## src/rtl/rom_arb_pkg.sv

```systemverilog
// Shared definitions for the round-robin ROM arbiter: FSM state encoding,
// latency counter width and the requester-id width helper.
package rom_arb_pkg;

  // Arbiter FSM states.
  typedef enum logic [1:0] {
    IDLE = 2'd0,
    WAIT = 2'd1,
    RESP = 2'd2
  } arb_state_t;

  // Wide enough to hold the largest supported ROM latency (3).
  localparam int LAT_CNT_W = 2;

  // Requester id width; never narrower than one bit, even for a single requester.
  function automatic int id_width(input int num_req);
    return (num_req < 2) ? 1 : $clog2(num_req);
  endfunction

endpackage : rom_arb_pkg

```

## src/rtl/rr_grant.sv

```systemverilog
// Combinational round-robin grant: picks the first asserted request at or
// above the pointer, wrapping modulo NUM_REQ.
module rr_grant
  import rom_arb_pkg::*;
#(
  parameter int NUM_REQ = 4,
  parameter int ID_W    = id_width(NUM_REQ)
) (
  input  logic [NUM_REQ-1:0] req,
  input  logic [ID_W-1:0]    ptr,
  output logic [NUM_REQ-1:0] grant,
  output logic [ID_W-1:0]    grant_idx,
  output logic               any_grant
);

  // Rotating priority search starting at the pointer.
  always_comb begin
    int idx;
    // NOTE: every output gets a default before the search so no path leaves it unassigned (no latch).
    grant     = '0;
    grant_idx = '0;
    any_grant = 1'b0;
    idx       = 0;
    for (int off = 0; off < NUM_REQ; off++) begin
      idx = int'(ptr) + off;
      if (idx >= NUM_REQ) begin
        idx = idx - NUM_REQ;
      end
      if (!any_grant && req[idx]) begin
        any_grant  = 1'b1;
        grant_idx  = ID_W'(idx);
        grant[idx] = 1'b1;
      end
    end
  end

endmodule : rr_grant

```

## src/rtl/rom_rr_arbiter.sv

```systemverilog
// Round-robin arbiter sharing one ROM between NUM_REQ requesters.
// Each accepted request drives a registered ROM address, waits ROM_LATENCY
// cycles, captures the word and returns it on a tagged response channel.
// Optional macro ROM_ARB_RANGE_CHK_EN adds rsp_err, flagging addresses >= DEPTH.
module rom_rr_arbiter
  import rom_arb_pkg::*;
#(
  parameter  int NUM_REQ     = 4,
  parameter  int DATA_WIDTH  = 8,
  parameter  int ADDR_WIDTH  = 8,
  parameter  int ROM_LATENCY = 1,
  parameter  int DEPTH       = 256,
  localparam int ID_W        = id_width(NUM_REQ)
) (
  input  logic                          clk,
  input  logic                          rst_n,
  input  logic [NUM_REQ-1:0]            req_valid,
  input  logic [NUM_REQ*ADDR_WIDTH-1:0] req_addr,
  output logic [NUM_REQ-1:0]            req_ready,
  output logic                          rsp_valid,
  input  logic                          rsp_ready,
  output logic [ID_W-1:0]               rsp_id,
  output logic [DATA_WIDTH-1:0]         rsp_data,
  output logic [ADDR_WIDTH-1:0]         rom_addr,
  input  logic [DATA_WIDTH-1:0]         rom_data,
`ifdef ROM_ARB_RANGE_CHK_EN
  output logic                          rsp_err,
`endif
  output logic                          busy
);

  arb_state_t             state;
  arb_state_t             state_next;
  logic [ID_W-1:0]        ptr;
  logic [LAT_CNT_W-1:0]   lat_cnt;
  logic                   accept;
  logic                   capture;
  logic [NUM_REQ-1:0]     grant;
  logic [ID_W-1:0]        grant_idx;
  logic                   any_grant;
  logic [ADDR_WIDTH-1:0]  grant_addr;
  logic [ID_W-1:0]        ptr_next;
`ifdef ROM_ARB_RANGE_CHK_EN
  logic                   addr_err;
`endif

  rr_grant #(
    .NUM_REQ (NUM_REQ),
    .ID_W    (ID_W)
  ) u_rr_grant (
    .req       (req_valid),
    .ptr       (ptr),
    .grant     (grant),
    .grant_idx (grant_idx),
    .any_grant (any_grant)
  );

  // Address of the winning requester and the pointer position just past it.
  always_comb begin
    grant_addr = req_addr[int'(grant_idx)*ADDR_WIDTH +: ADDR_WIDTH];
    ptr_next   = (grant_idx == ID_W'(NUM_REQ - 1)) ? '0 : grant_idx + 1'b1;
  end

  // Next-state and handshake decode; accepts only in IDLE or on a consumed response.
  always_comb begin
    state_next = state;
    accept     = 1'b0;
    capture    = 1'b0;
    case (state)
      IDLE: begin
        if (any_grant) begin
          accept     = 1'b1;
          state_next = WAIT;
        end
      end
      WAIT: begin
        if (lat_cnt == '0) begin
          capture    = 1'b1;
          state_next = RESP;
        end
      end
      RESP: begin
        if (rsp_ready) begin
          if (any_grant) begin
            accept     = 1'b1;
            state_next = WAIT;
          end else begin
            state_next = IDLE;
          end
        end
      end
      default: state_next = IDLE;
    endcase
    // The grant is combinational from req_valid, so gate it with reset to keep
    // req_ready low while the arbiter is held in reset.
    req_ready = (accept && rst_n) ? grant : '0;
    rsp_valid = (state == RESP);
    busy      = (state != IDLE);
  end

  // FSM state register.
  always_ff @(posedge clk or negedge rst_n) begin
    if (!rst_n) begin
      state <= IDLE;
    end else begin
      // NOTE: sequential state uses non-blocking assignments so every register samples pre-edge values.
      state <= state_next;
    end
  end

  // Datapath: latch request on accept, count down ROM latency, capture response.
  always_ff @(posedge clk or negedge rst_n) begin
    if (!rst_n) begin
      // NOTE: a handful of control/data registers, not a memory array, so all are cleared on reset.
      ptr      <= '0;
      lat_cnt  <= '0;
      rom_addr <= '0;
      rsp_id   <= '0;
      rsp_data <= '0;
`ifdef ROM_ARB_RANGE_CHK_EN
      addr_err <= 1'b0;
      rsp_err  <= 1'b0;
`endif
    end else if (accept) begin
      rom_addr <= grant_addr;
      rsp_id   <= grant_idx;
      ptr      <= ptr_next;
      lat_cnt  <= LAT_CNT_W'(ROM_LATENCY);
`ifdef ROM_ARB_RANGE_CHK_EN
      addr_err <= (32'(grant_addr) >= 32'(DEPTH));
`endif
    end else if (state == WAIT) begin
      if (capture) begin
`ifdef ROM_ARB_RANGE_CHK_EN
        rsp_data <= addr_err ? '0 : rom_data;
        rsp_err  <= addr_err;
`else
        rsp_data <= rom_data;
`endif
      end else begin
        lat_cnt <= lat_cnt - 1'b1;
      end
    end
  end

endmodule : rom_rr_arbiter

```

## config.mk

```make
export PLATFORM = sky130hd
export DESIGN_NAME = rom_rr_arbiter
export DESIGN_NICKNAME = d
export VERILOG_FILES = /design/src/rtl/rom_arb_pkg.sv /design/src/rtl/rr_grant.sv /design/src/rtl/rom_rr_arbiter.sv
export SDC_FILE = /design/constraint.sdc
export NUM_CORES = 1
export LEC_CHECK = 0
export CAP_MARGIN = 5
export CORE_UTILIZATION = 40
export DETAILED_ROUTE_END_ITERATION = 8
export GPL_TIMING_DRIVEN = 0
export HOLD_SLACK_MARGIN = 0.03
export MAX_ROUTING_LAYER = met4
export PLACE_DENSITY = 0.77
export SETUP_SLACK_MARGIN = 0.4
export SYNTH_ARGS = -nofsm -noshare
export SYNTH_HDL_FRONTEND = slang
export SYNTH_SLANG_ARGS = --single-unit
```

## constraint.sdc

```tcl
create_clock -name clk -period 6.97 [get_ports clk]
set_clock_uncertainty 0.15 [all_clocks]
set_input_delay 2.091 -clock clk [delete_from_list [all_inputs] [get_ports clk]]
set_output_delay 2.091 -clock clk [all_outputs]
set_load 0.05 [all_outputs]
```

Yosys cells after proc, flatten, opt, wreduce, memory -nomap -nowiden
Cells that the tools add are included.
{"block": "classes", "addsub": 9, "n_lt_le_gt_ge": 12, "n_eq_ne": 7, "n_shift": 1, "n_mux": 51, "n_bitwise": 4, "n_reduce_logical": 18}
{"cell": ">= comparator 32 x 1 -> 1 bit (second input constant)", "count": 4}
{"cell": "less-than comparator 32 x 4 -> 1 bit (second input constant)", "count": 4}
{"cell": "two-way mux 32 bit", "count": 4}
{"cell": ">= comparator 32 x 4 -> 1 bit (second input constant)", "count": 3}
{"cell": "subtractor 32 x 4 -> 32 bit (second input constant)", "count": 3}
{"cell": "variable part select 32 x 6 -> 8 bit", "count": 1}
{"cell": "two-way mux 2 bit", "count": 11}
{"cell": "two-way mux 1 bit", "count": 21}
{"cell": "two-way mux 4 bit", "count": 5}
{"cell": "OR 4 bit", "count": 3}
{"cell": "binary-select mux 1 bit (select 2 bit)", "count": 4}
{"cell": "demux 1 bit (select 2 bit)", "count": 4}
{"cell": "logical AND 1 bit", "count": 8}
{"cell": "adder 2 x 2 -> 3 bit (second input constant)", "count": 2}
{"cell": "inequality test 2 bit (second input constant)", "count": 3}
{"cell": "one-hot mux 2 bit (3 select lines)", "count": 1}
{"cell": "AND reduction 3 bit", "count": 2}
{"cell": "equality test 2 bit (second input constant)", "count": 2}
{"cell": "zero test 2 bit", "count": 2}
{"cell": "nonzero test 2 bit", "count": 2}
{"cell": "subtractor 2 x 3 -> 4 bit (second input constant)", "count": 1}
{"cell": "adder 2 x 1 -> 3 bit (second input constant)", "count": 1}
{"cell": ">= comparator 2 x 3 -> 1 bit (second input constant)", "count": 1}
{"cell": "zero test 1 bit", "count": 3}
{"cell": "other kinds (7)", "count": 7}
{"block": "totals", "regBits": 24, "in_bits": 47, "output_inout_bits": 24, "elab_cells": 108}

Depth between registers and ports, before layout
Gate-level depths: netlist of the first run.
{"block": "depth", "depth_word": 20, "ltp_mapped": 11}

Hierarchy
From an unflattened synthesis of the first run, not the netlist that was laid out.
{"block": "unflattened", "cells_unflattened": 126, "hier_area_um2": 1667.8}
{"mod": "rom_rr_arbiter", "n_inst": 1, "cells_each": 78, "area_each_um2": 1207.4}
{"mod": "rr_grant", "n_inst": 1, "cells_each": 48, "area_each_um2": 460.4}

Least setup slack after synthesis of the first run
No wires, ideal clock.
{"block": "synth_path", "kind": "input to output", "startpoint": "input req_valid[0]", "endpoint": "output req_ready[0]", "arrival_ns": 3.777, "required_time_ns": 4.729, "slack_ns": 0.952, "cell_stages": 5, "path_cell_list": "buf_2 -> or4_1 -> a21oi_1 -> a221oi_1 -> nor2_1"}
{"block": "synth_between", "elab_chain_cells": 18}
{"element": "from (decl)", "line": "rom_rr_arbiter.sv:17", "source": "input logic [NUM_REQ-1:0] req_valid,"}
{"element": "binary-select mux 1 bit (select 2 bit)", "line": "rr_grant.sv:29", "source": "if (!any_grant && req[idx]) begin"}
{"element": "two-way mux 1 bit (implied by the code) (2 in series)", "line": "rr_grant.sv:29"}
{"element": "two-way mux 1 bit", "line": "rr_grant.sv:29"}
{"element": "zero test 1 bit", "line": "rr_grant.sv:29"}
{"element": "logical AND 1 bit", "line": "rr_grant.sv:29"}
{"element": "two-way mux 1 bit", "line": "rr_grant.sv:29"}
{"element": "zero test 1 bit", "line": "rr_grant.sv:29"}
{"element": "logical AND 1 bit", "line": "rr_grant.sv:29"}
{"element": "two-way mux 1 bit", "line": "rr_grant.sv:29"}
{"element": "zero test 1 bit", "line": "rr_grant.sv:29"}
{"element": "logical AND 1 bit", "line": "rr_grant.sv:29"}
{"element": "two-way mux 1 bit", "line": "rr_grant.sv:29"}
{"element": "two-way mux 1 bit", "line": "rom_rr_arbiter.sv:71, rom_rr_arbiter.sv:84"}
{"element": "two-way mux 1 bit", "line": "rom_rr_arbiter.sv:83", "source": "if (rsp_ready) begin"}
{"element": "one-hot mux 1 bit (2 select lines)", "line": "rom_rr_arbiter.sv:69", "source": "case (state)"}
{"element": "logical AND 1 bit", "line": "rom_rr_arbiter.sv:96", "source": "req_ready = (accept && rst_n) ? grant : '0;"}
{"element": "two-way mux 4 bit *", "line": "rom_rr_arbiter.sv:96"}
{"element": "to (decl)", "line": "rom_rr_arbiter.sv:19", "source": "output logic [NUM_REQ-1:0] req_ready,"}
Every way passes the cells marked *; elsewhere a longest branch is shown, timed or not. The select of a mux whose other input is x is not followed.

Final worst setup path of the first run
{"block": "layout_path", "startpoint": "input req_valid[0]", "endpoint": "output req_ready[2]"}
The elaborated chain is that of the path after synthesis.

==> impl_metrics.csv, run 1 <==
group,metric,value,unit
yosys,synth-xor-area-share,0.00974,
sta,setup_slack,0.515,ns
sta,grt_setup_unrepaired,"false",
yosys,synth_compound_area_frac,0.188,
sta,finalSetupViolCount,0,
worst_setup_path,cp_slowest_stage_delay,0.55,ns
sta,timing_hold_violations_final,0,
yosys,muxShareOfSynthArea,0.204,
yosys,ys_seq_elements,24,
clock_tree,clk_pin_slew,0.08,ns
floorplanning,start_util,0.416,
clock_tree,cts_tree,"done",
worst_setup_path,crit_fanout,10,
layout,fin_nets,317,
floorplanning,io_pins,71,
flow_run,maxCapViolCount,0,
grt,grt_pass1_wl,7.65,mm
worst_setup_path,critical_path_class,"primary input to output port",
sta,max-slew-margin-rel,0.291,
worst_setup_path,crit_start,"req_valid[0]",
yosys,syn_inst,186,
power_and_ir_drop,leakage,1.11,nW
grt,overflow,0,
power_and_ir_drop,power_density,506,mW/mm^2
grt,grt_util_all_layers,0.199,
placement,place_congestion,0.827,
clock_tree,clock_latency,0.26,ns
yosys,synth-edff-count,0,
worst_setup_path,critPathCaptureType,"output port",
layout,syn_to_final_growth,49.1,%
yosys,synth_top_area_share,0.334,
power_and_ir_drop,power.total,1.36,mW
sta,max_freq,155,MHz
clock_tree,postCtsHoldBufs,0,
yosys,synth_seq_area_share,0.334,
yosys,synth.area.top_cells,"dfrtp_1 (33%), mux2_2 (8.8%), mux2i_1 (6.7%), nand2_1 (5.2%), ha_1 (4.2%)",
detailed_routing,drc,0,
worst_setup_path,critPathLaunchType,"primary input",
min_path,hold_path.class,"flop to flop",
clock_tree,root_buffer,"clkbuf_8",
clock_tree,cts_max_path_buffers,2,
floorplanning,dieArea,0.00477,mm^2
floorplanning,core,0.00432,mm^2
placement,dp_slack,-0.121,ns
floorplanning,die_h,69.1,um
yosys,yosys.area.top_type,"dfrtp_1",
grt,grt_pass1_vias,1702,
power_and_ir_drop,ir_drop,0.243,mV
yosys,synthAdderAreaFrac,0.0417,
worst_setup_path,cp.arrival,4.21,ns
detailed_routing,totalWireLength,4.56,mm
yosys,netlist_area,0.00180,mm^2
layout,multi_input_area,0.00113,mm^2
detailed_routing,ant_nets,0,
min_path,min_from,"rsp_id[0]",
worst_setup_path,cpMaxStageDelayCell,"or4_1",
worst_setup_path,path_cells,"clkdlybuf4s50_1 > buf_2 > or4_1 > a21oi_2 > a221oi_1 > nor2_1 > clkdlybuf4s15_2",
detailed_routing,vias_per_cell,5.45,
floorplanning,num_rows,24,
worst_setup_path,crit_buf_inv,3,
sta,timing.final.crit_period,6.45,ns
sta,min_period_over_period,0.926,
placement,dp_hpwl,3.41,mm
yosys,avgSynthCellArea,9.67,um^2
clock_tree,htree_num_levels,1,
grt,grt_start_max_net_pins,26,
layout,fin_cells,315,
worst_setup_path,critPathTopFamily,"buffers and inverters",
yosys,yosys_warnings,0,
layout,register_area,601,um^2
placement,dp.cells,308,
floorplanning,die_w,69.1,um
yosys,ys.flop_type,"dfrtp_1",
detailed_routing,drtIter0Drc,97,
worst_setup_path,reg2reg_from,"ptr[0]",
yosys,syn-num-nets,239,
layout,fin_area,0.00268,mm^2
detailed_routing,wl_per_cell,14.5,um
clock_tree,cts.sinks,24,
yosys,synth-simple-area-share,0.171,
layout,fill_cells,382,
sta,worst_pin_slew,1.06,ns
yosys,synth-async-reset-ratio,1.00,
clock_tree,cts_buffers,3,
detailed_routing,dr.pass1.iters,4,
placement,io_buffer_count,70,
sta,maxSlewViolCount,0,
grt,antenna_found_initial,0,
detailed_routing,vias,1716,
status,status,"finished, final reports clean",
layout,utilization,0.620,
yosys,synth_cell_types,50,
layout,drive_above_1_share,0.186,
placement,dpl_cell_area,0.00256,mm^2
worst_setup_path,cp.required,4.73,ns
layout,antenna-diode-count,0,
yosys,synth_top_family_by_area,"multiplexers",
[worst register-to-register path, cell delays in order (launching register included)]
cell,delay [ns]
dfrtp_1,0.40
buf_4,0.20
clkinv_1,0.23
ha_1,0.37
buf_6,0.12
mux4_2,0.58
nor2b_4,0.21
nor2_2,0.07
mux2_1,0.31
a2111oi_0,0.47
a211oi_1,0.09
[kinds of logic after synthesis]
kind of cell / count (synthesis)
XOR/XNOR: 2
AO/OA/AOI/OAI: 42
multiplexers: 31
buffers and inverters: 17
flip-flops: 24
adder cells (fa/ha/maj): 6
AND/OR/NAND/NOR: 64
[state kept, by name, summed over array words and instances, names as in the netlist]
| register | count |
|---|---|
| rom_addr | 8 |
| rsp_data | 8 |
| lat_cnt | 2 |
| ptr | 2 |
| rsp_id | 2 |
| state | 2 |
[cells in the final DEF, fill, tap and decap left out, types with 2 or more instances in the layout]
cell,synthesis,routed
a2111oi_0,2,2
a211oi_1,3,3
a21boi_0,2,2
a21oi_2,1,2
a221o_1,6,6
a221oi_1,5,4
a22oi_1,4,4
and3_1,2,2
buf_2,7,7
buf_4,1,4
buf_6,2,2
clkbuf_2,0,2
clkbuf_8,0,3
clkdlybuf4s15_2,0,3
clkdlybuf4s50_1,0,65
dfrtp_1,24,24
ha_1,6,6
inv_1,4,4
mux2_1,2,2
mux2_2,14,14
mux2i_1,12,12
mux4_2,3,3
nand2_1,25,25
nand2b_1,3,3
nor2_1,17,17
nor2b_1,4,4
nor3b_1,3,3
o21ai_0,4,4
o22ai_1,2,2
or2_2,2,2
[worst paths after layout]
check                                    end  cells after the start  slack (ns)
worst max register to register   rom_addr[4]                     10        3.63
worst max-delay path            req_ready[2]                      7        0.52
worst min-delay path               rsp_id[0]                      2        0.36
max in group asynchronous             ptr[0]                      1        4.17
min in group asynchronous        rsp_data[3]                      1        1.86
worst min register to register     rsp_id[0]                      2        0.36
[metal layers]
metal  up-vias  GRT usage  share of wire
met1       815      0.268           0.45
met3         4     0.0190          0.038
li1        841          -              -
met4         0     0.0590          0.010
met2        56      0.319           0.50
met5         -          -              0
[layout make-up]
type | count | share of cell area
clock inverter | 1 | 0.0112
multi-input combinational | 145 | 0.421
timing repair buffer | 73 | 0.270
buffer | 12 | 0.0275
clock buffer | 3 | 0.0154
tap | 52 | 0.0243
sequential | 24 | 0.224
inverter | 5 | 0.00700
[where the power goes]
part / switching, mW / internal, mW / total, mW
clock network: 0.0443 / 0.0768 / 0.121
logic: 0.562 / 0.416 / 0.978
registers: 0.0456 / 0.212 / 0.257
total: 0.652 / 0.704 / 1.36
[metrics by stage]
| step | setup TNS [ns] | hold slack, ns |
|---|---|---|
| 2_1_floorplan | 0 | 0.338 |
| 3_3_place_gp | -0.222 | 0.330 |
| 3_5_place_dp | -0.457 | 0.340 |
| 4_1_cts | 0 | 0.358 |
| 5_1_grt | 0 | 0.392 |
| 6_report | 0 | 0.357 |
[cell usage after synthesis (2+ instances only)]
cell type / count
a221o_1: 6
a211oi_1: 3
nor2_1: 17
or2_2: 2
mux2_1: 2
buf_2: 7
mux2i_1: 12
nor3b_1: 3
inv_1: 4
mux4_2: 3
mux2_2: 14
buf_6: 2
o21ai_0: 4
nand2_1: 25
nor2b_1: 4
a221oi_1: 5
dfrtp_1: 24
a22oi_1: 4
clkbuf_1: 2
a2111oi_0: 2
a21oi_1: 2
nand2b_1: 3
ha_1: 6
o22ai_1: 2
a21boi_0: 2
and3_1: 2
[timing repair]
item | CTS | global route
gates resized for setup | 12 | 6
pin swaps | 0 | 1
endpoints found under the setup margin | 4 | 4
setup buffers | 0 | 3
Note: power is estimated with default switching activity, not from simulation.
==> run 2, diff against run 1 <==
Settings changed: CAP_MARGIN 5 to 40, CORE_MARGIN from default to 2.
==> impl_metrics.csv, run 2 (synthesis results as in run 1) <==
group,metric,value,unit
layout,utilization,0.620,
clock_tree,cts_buffers,3,
worst_setup_path,cp.arrival,4.17,ns
worst_setup_path,rrSetupSlack,3.58,ns
clock_tree,clk_pin_slew,0.09,ns
detailed_routing,dr.pass1.iters,4,
worst_setup_path,r2r_end,"rom_addr[2]",
placement,place_congestion,0.880,
worst_setup_path,crit_buf_inv,3,
clock_tree,clock_latency,0.27,ns
floorplanning,start_util,0.413,
worst_setup_path,crit_start,"req_valid[1]",
detailed_routing,drtIter0Drc,84,
clock_tree,cts_max_path_buffers,2,
worst_setup_path,worstSetupEndpoint,"req_ready[0]",
power_and_ir_drop,ir_drop,0.238,mV
worst_setup_path,critPathTopFamily,"buffers and inverters",
sta,max_freq,156,MHz
layout,most-common-layout-cells,"clkdlybuf4s50_1 (66), nand2_1 (25), dfrtp_1 (24)",
clock_tree,htree_num_levels,1,
placement,dp_hpwl,3.39,mm
layout,antenna-diode-count,0,
sta,min_period_over_period,0.920,
worst_setup_path,cp_slowest_stage_delay,0.54,ns
floorplanning,die_h,71.1,um
floorplanning,num_rows,24,
sta,finalSetupViolCount,0,
layout,final_common_cell,"clkdlybuf4s50_1",
min_path,hold_depth,2,
layout,reg_top3,"rom_addr: 8 flops, rsp_data: 8 flops",
sta,maxSlewViolCount,0,
grt,overflow,0,
clock_tree,cts_tree,"done",
grt,grt_util_all_layers,0.187,
floorplanning,die_w,71.1,um
placement,dp.cells,309,
detailed_routing,vias,1680,
min_path,min_from,"rsp_id[0]",
layout,fin_nets,317,
status,status,"finished, final reports clean",
floorplanning,core,0.00435,mm^2
worst_setup_path,critPathCaptureType,"output port",
power_and_ir_drop,power_density,500,mW/mm^2
grt,grt_pass1_vias,1657,
floorplanning,dieArea,0.00505,mm^2
worst_setup_path,critical_path_class,"primary input to output port",
worst_setup_path,path_depth,7,
sta,setup_tns,0,ns
sta,max-slew-margin-rel,0.625,
flow_run,maxCapViolCount,0,
layout,drive_above_1_share,0.183,
placement,io_buffer_count,70,
clock_tree,cts.sinks,24,
detailed_routing,ant_nets,0,
layout,fill_cells,371,
grt,grt_pass1_wl,7.51,mm
worst_setup_path,reg2reg_from,"ptr[0]",
sta,grt_setup_unrepaired,"false",
grt,grt_start_max_net_pins,17,
sta,worst_pin_slew,0.561,ns
sta,timing.final.crit_period,6.41,ns
worst_setup_path,crit_fanout,10,
power_and_ir_drop,leakage,1.10,nW
clock_tree,root_buffer,"clkbuf_8",
layout,syn_to_final_growth,50.1,%
floorplanning,io_pins,71,
layout,fin_cells,315,
worst_setup_path,critPathLaunchType,"primary input",
detailed_routing,vias_per_cell,5.33,
detailed_routing,totalWireLength,4.44,mm
min_path,hold_path.class,"flop to flop",
sta,timing_hold_violations_final,0,
worst_setup_path,cpMaxStageDelayCell,"or4_1",
detailed_routing,drc,0,
worst_setup_path,r2r_cells,10,
detailed_routing,wl_per_cell,14.1,um
worst_setup_path,cp.required,4.73,ns
grt,antenna_found_initial,0,
worst_setup_path,path_cells,"clkdlybuf4s50_1 > buf_2 > or4_1 > a21oi_2 > a221oi_1 > nor2_1 > clkdlybuf4s15_2",
==> run 2: cell type report <==
| class | count | area (um^2) | area share |
|---|---|---|---|
| buffer | 12 | 73.8 | 0.0273 |
| clock buffer | 3 | 41.3 | 0.0153 |
| clock inverter | 1 | 30.0 | 0.0111 |
| inverter | 5 | 18.8 | 0.00695 |
| multi-input combinational | 145 | 1120 | 0.416 |
| sequential | 24 | 601 | 0.222 |
| tap | 52 | 65.1 | 0.0241 |
| timing repair buffer | 73 | 748 | 0.277 |
==> run 2: worst min-delay path by stage <==
stage,endpoint,slack (ns)
floorplan,lat_cnt[0],0.34
detailed placement,rsp_id[0],0.31
finish,rsp_id[0],0.35
global placement,rsp_id[0],0.31
CTS,rsp_id[0],0.36
global route,rsp_id[0],0.38
==> run 2: report_power, final <==
| part | internal [mW] | total [mW] | leakage (nW) | switching, mW |
|---|---|---|---|---|
| registers | 0.211 | 0.255 | 0.283 | 0.0437 |
| clock network | 0.0768 | 0.125 | 0.0357 | 0.0477 |
| logic | 0.414 | 0.970 | 0.781 | 0.556 |
==> run 2: repair_timing <==
action / CTS / global route
resized for setup: 13 / 3
pin swaps: 0 / 1
setup buffers: 0 / 2
hold buffers: 0 / 0
setup endpoints to repair: 4 / 4
==> run 2: worst reg2reg max path, stage by stage (launching register included) <==
cell and delay [ns]:
dfrtp_1 0.41, buf_4 0.20, clkinv_1 0.26, ha_1 0.39, buf_6 0.12, mux4_2 0.57
nor2b_4 0.22, nor2_2 0.07, mux2_1 0.31, a2111oi_0 0.47, a211oi_1 0.08
==> run 2: routing by layer <==
layer	GRT usage	vias to the layer above	share of wire
met1	0.245	780	0.44
li1	-	839	-
met3	0.0385	4	0.059
met4	0.0545	0	0.014
met2	0.294	57	0.49
met5	-	-	0
==> run 2: stage by stage <==
stage | total power, mW | hold WS (ns) | area, um^2 | setup slack, ns
after global placement | 1.20 | 0.313 | 2560 | -0.0880
after floorplan | 0.959 | 0.338 | 1800 | 0.952
after global routing | 1.44 | 0.377 | 2700 | 0.412
after detailed placement | 1.22 | 0.312 | 2590 | -0.0908
final | 1.35 | 0.351 | 2700 | 0.557
after CTS | 1.35 | 0.357 | 2680 | 0.450
==> run 3, diff against run 2 <==
Settings changed: CTS_CLUSTER_DIAMETER from default to 80.
==> results of run 3 <==
Final layout, timing and power as in run 2 (identical DEF).
